$ cat config.mk
export PLATFORM = sky130hd
export DESIGN_NAME = pool_window_buffer
export DESIGN_NICKNAME = d
export VERILOG_FILES = /design/src/rtl/pool_pkg.sv /design/src/rtl/pool_window_buffer.sv
export SDC_FILE = /design/constraint.sdc
export NUM_CORES = 1
export LEC_CHECK = 0
export CAP_MARGIN = 25
export CORE_ASPECT_RATIO = 0.5
export CORE_MARGIN = 3
export CORE_UTILIZATION = 40
export CTS_CLUSTER_DIAMETER = 150
export DETAILED_ROUTE_END_ITERATION = 6
export PLACE_DENSITY = 0.68
export SLEW_MARGIN = 20
export SYNTH_ARGS = -nofsm -noshare
export SYNTH_HDL_FRONTEND = slang
export SYNTH_SLANG_ARGS = --single-unit
$ cat constraint.sdc
create_clock -name clk -period 2.2 [get_ports clk]
set_input_delay 0.22 -clock clk [delete_from_list [all_inputs] [get_ports clk]]
set_output_delay 0.22 -clock clk [all_outputs]
set_load 0.01 [all_outputs]
$ cat src/rtl/pool_pkg.sv
// pool_pkg: definitions shared by pool_window_buffer and max_pooling.
//   POOL_SIZE_DEF / DATA_W_DEF : default window length and sample width
//   pool_win_t                 : packed window vector at the default sizes
//   min_signed(width)          : most negative two's-complement value of
//                                'width' bits (the pad sample), zero-extended
//                                to 64 bits
package pool_pkg;

  localparam int POOL_SIZE_DEF = 2;
  localparam int DATA_W_DEF    = 16;

  typedef logic [POOL_SIZE_DEF*DATA_W_DEF-1:0] pool_win_t;

  function automatic logic [63:0] min_signed(input int width);
    min_signed = 64'd1 << (width - 1);
  endfunction

endpackage

$ cat src/rtl/pool_window_buffer.sv
// pool_window_buffer: groups POOL_SIZE consecutive signed samples into one
// non-overlapping window and presents it as a packed vector to max_pooling.
//
// Ports
//   clk        rising-edge clock
//   rst_n      synchronous active-low reset
//   in_valid   / in_ready / in_data / in_last : sample stream (valid/ready)
//   out_valid  / out_ready / out_data / out_last : window stream; slot i of
//              out_data sits at [i*DATA_W +: DATA_W], slot 0 is the oldest
//   win_count  windows emitted in the current frame, including this one
//   frame_err  sticky: a partial window was dropped
//
// Build option POOL_PAD_PARTIAL_EN: when defined, a frame ending mid-window
// is emitted with the missing slots filled by the most negative sample value;
// otherwise the partial window is dropped and frame_err is raised.
module pool_window_buffer
  import pool_pkg::*;
#(
  parameter int POOL_SIZE = POOL_SIZE_DEF,
  parameter int DATA_W    = DATA_W_DEF,
  parameter int WIN_CNT_W = 12
) (
  input  logic                        clk,
  input  logic                        rst_n,
  input  logic                        in_valid,
  output logic                        in_ready,
  input  logic [DATA_W-1:0]           in_data,
  input  logic                        in_last,
  output logic                        out_valid,
  input  logic                        out_ready,
  output logic [POOL_SIZE*DATA_W-1:0] out_data,
  output logic                        out_last,
  output logic [WIN_CNT_W-1:0]        win_count,
  output logic                        frame_err
);

  localparam int                    CNT_W     = $clog2(POOL_SIZE);
  localparam int                    WIN_W     = POOL_SIZE * DATA_W;
  localparam logic [CNT_W-1:0]      LAST_SLOT = CNT_W'(POOL_SIZE - 1);
  localparam logic [63:0]           PAD_FULL  = min_signed(DATA_W);
  localparam logic [DATA_W-1:0]     PAD       = PAD_FULL[DATA_W-1:0];

  logic [CNT_W-1:0]     cnt_q, cnt_d;
  // The final slot is never stored: the sample filling it goes straight out.
  logic [DATA_W-1:0]    acc_q [POOL_SIZE-1];
  logic [DATA_W-1:0]    acc_d [POOL_SIZE-1];
  logic [WIN_W-1:0]     out_data_q, out_data_d;
  logic                 out_valid_q, out_valid_d;
  logic                 out_last_q, out_last_d;
  logic [WIN_CNT_W-1:0] win_count_q, win_count_d;
  logic                 frame_err_q, frame_err_d;
  // Set by a window that closed a frame, so the next load restarts at 1.
  logic                 frame_end_q, frame_end_d;

  logic                 accept, at_end, complete, load, drop;
  logic [WIN_W-1:0]     win_vec;

  assign in_ready = !out_valid_q || out_ready;
  assign accept   = in_valid && in_ready;
  assign at_end   = (cnt_q == LAST_SLOT);
  assign complete = accept && (at_end || in_last);

`ifdef POOL_PAD_PARTIAL_EN
  assign load = complete;
  assign drop = 1'b0;
`else
  assign load = complete && at_end;
  assign drop = complete && !at_end;
`endif

  // Window as it would look if the current sample closes it: stored slots
  // below cnt, the live sample at cnt, pad above.
  always_comb begin
    win_vec = '0;
    for (int i = 0; i < POOL_SIZE - 1; i++) begin
      if (CNT_W'(i) < cnt_q)       win_vec[i*DATA_W +: DATA_W] = acc_q[i];
      else if (CNT_W'(i) == cnt_q) win_vec[i*DATA_W +: DATA_W] = in_data;
      else                         win_vec[i*DATA_W +: DATA_W] = PAD;
    end
    win_vec[(POOL_SIZE-1)*DATA_W +: DATA_W] = at_end ? in_data : PAD;
  end

  always_comb begin
    cnt_d       = cnt_q;
    acc_d       = acc_q;
    out_data_d  = out_data_q;
    out_valid_d = out_valid_q;
    out_last_d  = out_last_q;
    win_count_d = win_count_q;
    frame_err_d = frame_err_q;
    frame_end_d = frame_end_q;

    if (complete)    cnt_d = '0;
    else if (accept) cnt_d = cnt_q + 1'b1;

    for (int i = 0; i < POOL_SIZE - 1; i++) begin
      if (accept && !complete && (cnt_q == CNT_W'(i))) acc_d[i] = in_data;
    end

    if (load) begin
      out_data_d  = win_vec;
      out_valid_d = 1'b1;
      out_last_d  = in_last;
      win_count_d = frame_end_q ? WIN_CNT_W'(1) : win_count_q + 1'b1;
      frame_end_d = in_last;
    end else if (out_valid_q && out_ready) begin
      out_data_d  = '0;
      out_valid_d = 1'b0;
      out_last_d  = 1'b0;
    end

    if (drop) begin
      win_count_d = '0;
      frame_end_d = 1'b0;
      frame_err_d = 1'b1;
    end
  end

  always_ff @(posedge clk) begin
    if (!rst_n) begin
      cnt_q       <= '0;
      for (int i = 0; i < POOL_SIZE - 1; i++) acc_q[i] <= '0;
      out_data_q  <= '0;
      out_valid_q <= 1'b0;
      out_last_q  <= 1'b0;
      win_count_q <= '0;
      frame_err_q <= 1'b0;
      frame_end_q <= 1'b0;
    end else begin
      cnt_q       <= cnt_d;
      acc_q       <= acc_d;
      out_data_q  <= out_data_d;
      out_valid_q <= out_valid_d;
      out_last_q  <= out_last_d;
      win_count_q <= win_count_d;
      frame_err_q <= frame_err_d;
      frame_end_q <= frame_end_d;
    end
  end

  assign out_data  = out_data_q;
  assign out_valid = out_valid_q;
  assign out_last  = out_last_q;
  assign win_count = win_count_q;
  assign frame_err = frame_err_q;

endmodule

==> results of run 1 <==
## worst paths after layout
check | start | to | slack [ns] | depth (start not counted)
worst max-delay path | out_valid$_SDFFE_PN0P_ | in_ready | 0.36 | 3
worst min-delay path | frame_err$_SDFFE_PN0P_ | frame_err$_SDFFE_PN0P_ | 0.46 | 1
worst max register to register | win_count[0]$_SDFFE_PP0P_ | win_count[10]$_SDFFE_PP0P_ | 0.56 | 5
worst min register to register | frame_err$_SDFFE_PN0P_ | frame_err$_SDFFE_PN0P_ | 0.46 | 1
## registers in the layout (all words and copies together), names as in the netlist
register,cells
acc_q,16
at_end,1
frame_end_q,1
frame_err,1
out_data,32
out_last,1
out_valid,1
win_count,12
## critical path, delay by kind of cell (launching register included)
family,cells,cell delay [ns]
simple gates,1,0.25
buf+inv,2,0.60
flops,1,0.44
## power groups by stage
stage	sequential, mW	combinational, mW	clock [mW]
floorplan	1.25	0.109	0
CTS	1.23	0.211	1.45
global placement	1.25	0.206	0
finish	1.23	0.208	1.41
global route	1.23	0.228	1.50
detailed placement	1.25	0.210	0
## metrics by stage
stage	cell area, µm²	std cells	util (%)	power [mW]	hold WS (ns)
floorplan	2549	247	-	1.361	0.3823
global placement	3329	390	57.40	1.454	0.4487
detailed placement	3329	390	57.40	1.459	0.4546
CTS	3627	405	62.53	2.882	0.4667
global route	3627	405	62.53	2.957	0.5020
finish	3627	405	62.53	2.845	0.4605
## cells in the final DEF (no fill, tap or decap), types with 3 or more instances in the layout
cell and instances:
nand2_1 10, nor2b_1 48, o21ai_0 6, or3_1 3
a21boi_0 4, dfxtp_1 65, a21oi_1 5, buf_4 5
nor2_1 7, mux2i_1 18, a22oi_1 32, clkbuf_16 9
clkdlybuf4s50_1 68, nand3_1 3, xor2_1 3
## routing by layer
| layer | vias up | global-route usage [%] | part of all wire [%] |
|---|---|---|---|
| met5 | - | 0 | 0 |
| met4 | 0 | 8.225 | 1.9 |
| met3 | 10 | 5.154 | 4.3 |
| met2 | 47 | 26.50 | 48 |
| met1 | 987 | 20.39 | 46 |
| li1 | 1006 | - | - |
## final cells by class
type / count / share of cell area [%]
Clock inverter: 2 / 1.035
Tap cell: 84 / 2.898
Inverter: 2 / 0.2070
Timing Repair Buffer: 75 / 20.90
Multi-Input combinational cell: 164 / 31.91
Sequential cell: 65 / 35.87
Clock buffer: 13 / 7.175
## logic make-up after synthesis
logic type               count (synthesis)  share of synthesized area, %
AND/OR/NAND/NOR                         87                         20.91
flip-flops                              65                         51.06
AO/OA/AOI/OAI                           52                         14.24
multiplexers                            19                         7.953
buffers and inverters                   18                         3.632
XOR/XNOR                                 5                         1.719
adder cells (fa/ha/maj)                  1                        0.4908
==> flow_summary.json, run 1 <==
{
  "status": "finished clean",
  "fp.dieH_um": 62.45,
  "grt_pass1_wl_um": 9894,
  "grt_pass1_vias": 2059,
  "start_util_pct": 43.94,
  "p_clk_share_pct": 49.6,
  "seq_area_frac_synth_pct": 51.06,
  "yosysMostFrequentCell": "dfxtp_1",
  "cap_violations": 0,
  "clock-root-buffer": "clkbuf_16",
  "ys_ff_latch": 65,
  "ioPinCount": 69,
  "end_kind": "primary output",
  "routedWlPerCell_um": 13.96,
  "async_flop_share_pct": 0,
  "cts_sinks": 65,
  "fin_tns_setup_ns": 0,
  "setup_viol": 0,
  "clkTransAtPathRegs_ns": 0.05,
  "pwr-share-seq_pct": 43.1,
  "synthFlopType": "dfxtp_1",
  "fin_skew_ns": 0.003926,
  "core_area_um2": 5801,
  "fp.dieW_um": 118.9,
  "htree_num_levels": 3,
  "path_class": "flop to primary output",
  "ys_types": 37,
  "dieArea_um2": 7424,
  "hold_class": "flop to flop",
  "detail-route-antenna-nets": 0,
  "final-hold-violation-count": 0,
  "dr.pass1.iters": 4,
  "maxSlewHeadroom_pct": 72.97,
  "preCtsSetupSlack_ns": 0.3519,
  "worstPathArrival_ns": 1.62,
  "multi_input_area_um2": 1157,
  "period_share_pct": 83.54,
  "synth_edf_count": 0,
  "cts_resized": 0,
  "p_switching_mw": 0.5895,
  "cts_hold_buf": 0,
  "combinationalPowerShare_pct": 7.3,
  "synth_common_cells": "65 x dfxtp_1, 48 x nor2b_1, 32 x a22oi_1, 18 x mux2i_1, 10 x nand2_1",
  "portBuffers": 68,
  "internal-power_mw": 2.256,
  "clk_path_buf_depth": 2,
  "grt.total_usage_pct": 16.59,
  "tightest_slew_ns": 0.4017,
  "detail_route.iter0.violations": 169,
  "grt_max_degree": 36,
  "num-fill-cells": 505,
  "synth_area_leader_cell": "dfxtp_1",
  "cts_made_buffers": 9,
  "antenna_found_initial": 0,
  "drive_gt1_share_pct": 9.034,
  "yosys_warnings": 0,
  "crit_path_top_delay_cell": "clkdlybuf4s50_1",
  "ff_latch_area_um2": 1301,
  "crit_chain": "nor2b_4 > inv_2 > clkdlybuf4s50_1",
  "powerDensity_nw_per_um2": 784.5,
  "num_vias": 2050,
  "syn_nets": 269,
  "required_ns": 1.98,
  "crit_path_start_kind": "flop",
  "min_period_ns": 1.838,
  "switching_share_pct": 20.72,
  "rows": 19,
  "area.growth.synth_to_final_pct": 42.32,
  "drc_errors": 0,
  "leakage_nw": 1.285,
  "syn_area_um2": 2549,
  "syn_area_per_cell_um2": 10.32,
  "clock_latency_ns": 0.33,
  "num-nets-final": 339,
  "syn_inst": 247,
  "cts_tree": "built",
  "overflow": 0,
  "drt_wl_total_um": 5652,
  "rsz0062_at_grt": "no",
  "slew_viol_final": 0,
  "path_max_fanout": 7,
  "cts_setup_buffers": 0,
  "vias_per_cell": 5.062,
  "critPathMaxStageDelay_ns": 0.49,
  "yosysTopAreaCellShare_pct": 51.06,
  "ir_drop_mv": 0.4284,
  "gp_congestion": 0.8068,
  "fin_ws_ns": 0.3621,
  "hpwl_um": 3823,
  "n_antenna_cell": 0,
  "max_freq_ghz": 0.5441,
  "ys_top_cells_by_area": "dfxtp_1 51%, nor2b_1 12%, a22oi_1 9.4%, mux2i_1 7.1%, buf_2 1.6%"
}
No activity file was read; power rests on OpenSTA's default activity.
==> inputs of run 2 (changes only) <==
clock period = 1.7 ns   (was 2.2 ns; I/O delays follow)
==> flow_summary.json, run 2 (same netlist as run 1, synthesis figures left out) <==
{
  "status": "finished clean",
  "cap_violations": 0,
  "cts_sinks": 65,
  "max_freq_ghz": 0.6341,
  "cts_made_buffers": 9,
  "powerDensity_nw_per_um2": 1053,
  "worstPathArrival_ns": 1.83,
  "drt_wl_total_um": 5665,
  "grt_pass1_vias": 2062,
  "antenna_found_initial": 0,
  "ioPinCount": 69,
  "worstPathBufferInverterCount": 1,
  "mostFrequentLayoutCells": "67 x clkdlybuf4s50_1, 63 x dfxtp_1, 48 x nor2b_1",
  "overflow": 0,
  "ir_drop_mv": 0.5809,
  "path_class": "flop to flop",
  "dr.pass1.iters": 6,
  "portBuffers": 68,
  "path_max_fanout": 4,
  "drive_gt1_share_pct": 12.73,
  "required_ns": 1.95,
  "final-hold-violation-count": 0,
  "detail_route.iter0.violations": 157,
  "worst-r2r-setup-slack_ns": 0.12,
  "core_area_um2": 5801,
  "dieArea_um2": 7424,
  "crit_path_top_delay_cell": "or3_4",
  "clock-root-buffer": "clkbuf_16",
  "detail-route-antenna-nets": 0,
  "grt_max_degree": 53,
  "slew_viol_final": 0,
  "num-nets-final": 347,
  "gp_congestion": 0.7634,
  "critPathMaxStageDelay_ns": 0.39,
  "min_period_ns": 1.577,
  "maxSlewHeadroom_pct": 75.39,
  "cts_hold_buf": 0,
  "whs_ns": 0.4635,
  "htree_num_levels": 3,
  "setup_viol": 0,
  "drc_errors": 0,
  "rsz0062_at_grt": "no",
  "p_total_mw": 3.967,
  "num_vias": 2024,
  "multi_input_area_um2": 1160,
  "clkTransAtPathRegs_ns": 0.05,
  "num-fill-cells": 512,
  "vias_per_cell": 4.889,
  "fp.dieW_um": 118.9,
  "period_share_pct": 92.77,
  "grt_pass1_wl_um": 10040,
  "fin_skew_ns": 0.002672,
  "n_antenna_cell": 0,
  "final_common_cell": "clkdlybuf4s50_1",
  "leakage_nw": 1.354,
  "start_util_pct": 43.94,
  "cpLargestDelayFamily": "simple AND/OR/NAND/NOR gates",
  "fp.dieH_um": 62.45,
  "end_kind": "flop",
  "largest_reg_flops": 32,
  "crit_path_start_kind": "flop",
  "ff_latch_area_um2": 1304,
  "tightest_slew_ns": 0.3658,
  "routedWlPerCell_um": 13.68,
  "grt.total_usage_pct": 16.57,
  "fin_tns_setup_ns": 0,
  "area.growth.synth_to_final_pct": 47.82,
  "clock_latency_ns": 0.32,
  "hold_class": "flop to flop",
  "rows": 19,
  "cts_tree": "built",
  "clk_path_buf_depth": 2,
  "fin_util_pct": 64.95,
  "crit_chain": "nor2b_4 > buf_4 > or3_4 > or3_1 > a21oi_1",
  "hpwl_um": 3796
}
-- run 2: cell count changes in the layout (fill, tap and decap cells not counted), sizes merged --
cell / change
buf: +8
bufinv: +2
clkbuf: -2
clkdlybuf4s50: -1
clkinv: +1
dlymetal6s2s: +1
-- run 2: timing repair --
item,in CTS,in global routing
endpoints found under the setup margin,1,2
buffers inserted,1,0
gates resized for setup,1,3
-- run 2: power breakdown --
part / internal (mW) / total [mW] / switching [mW]
sequential: 1.56 / 1.58 / 0.0203
combinational: 0.160 / 0.283 / 0.123
clock: 1.47 / 2.10 / 0.632
total: 3.19 / 3.97 / 0.775
-- run 2: cell type report --
| cell class | count | area share [%] |
|---|---|---|
| clock buffer | 11 | 6.443 |
| multi-input combinational | 164 | 30.79 |
| tap | 84 | 2.790 |
| sequential | 65 | 34.61 |
| inverter | 2 | 0.1993 |
| timing repair buffer | 83 | 22.45 |
| clock inverter | 5 | 2.723 |
-- run 2: path summary, 6_finish.rpt --
kind	endpoint	depth (start not counted)	from
worst max-delay path	win_count[10]$_SDFFE_PP0P_	5	out_valid$_SDFFE_PN0P_
worst min-delay path	out_last$_SDFFE_PN0P_	2	out_last$_SDFFE_PN0P_
worst max register to register	win_count[10]$_SDFFE_PP0P_	5	out_valid$_SDFFE_PN0P_
worst min register to register	out_last$_SDFFE_PN0P_	2	out_last$_SDFFE_PN0P_
-- run 2: worst register-to-register path, cell delays in order, from the launching register on --
cell	delay, ns
dfxtp_2	0.35
nor2b_4	0.14
buf_4	0.14
or3_4	0.39
or3_1	0.35
a21oi_1	0.14
-- run 2: per-stage QoR --
| step | setup slack [ns] | instance area [µm²] | std cells |
|---|---|---|---|
| after floorplan | 0.1506 | 2549 | 247 |
| after global placement | -0.02209 | 3407 | 397 |
| after detailed placement | -0.04878 | 3407 | 397 |
| after CTS | 0.01496 | 3761 | 414 |
| after global routing | 0.04679 | 3767 | 414 |
| final | 0.1228 | 3767 | 414 |
-- run 2: per-layer routing --
metal	track usage [%]	share of wire [%]
met4	6.494	1.2
met2	27.07	48
met1	19.89	46
met3	6.239	5.1
met5	0	0
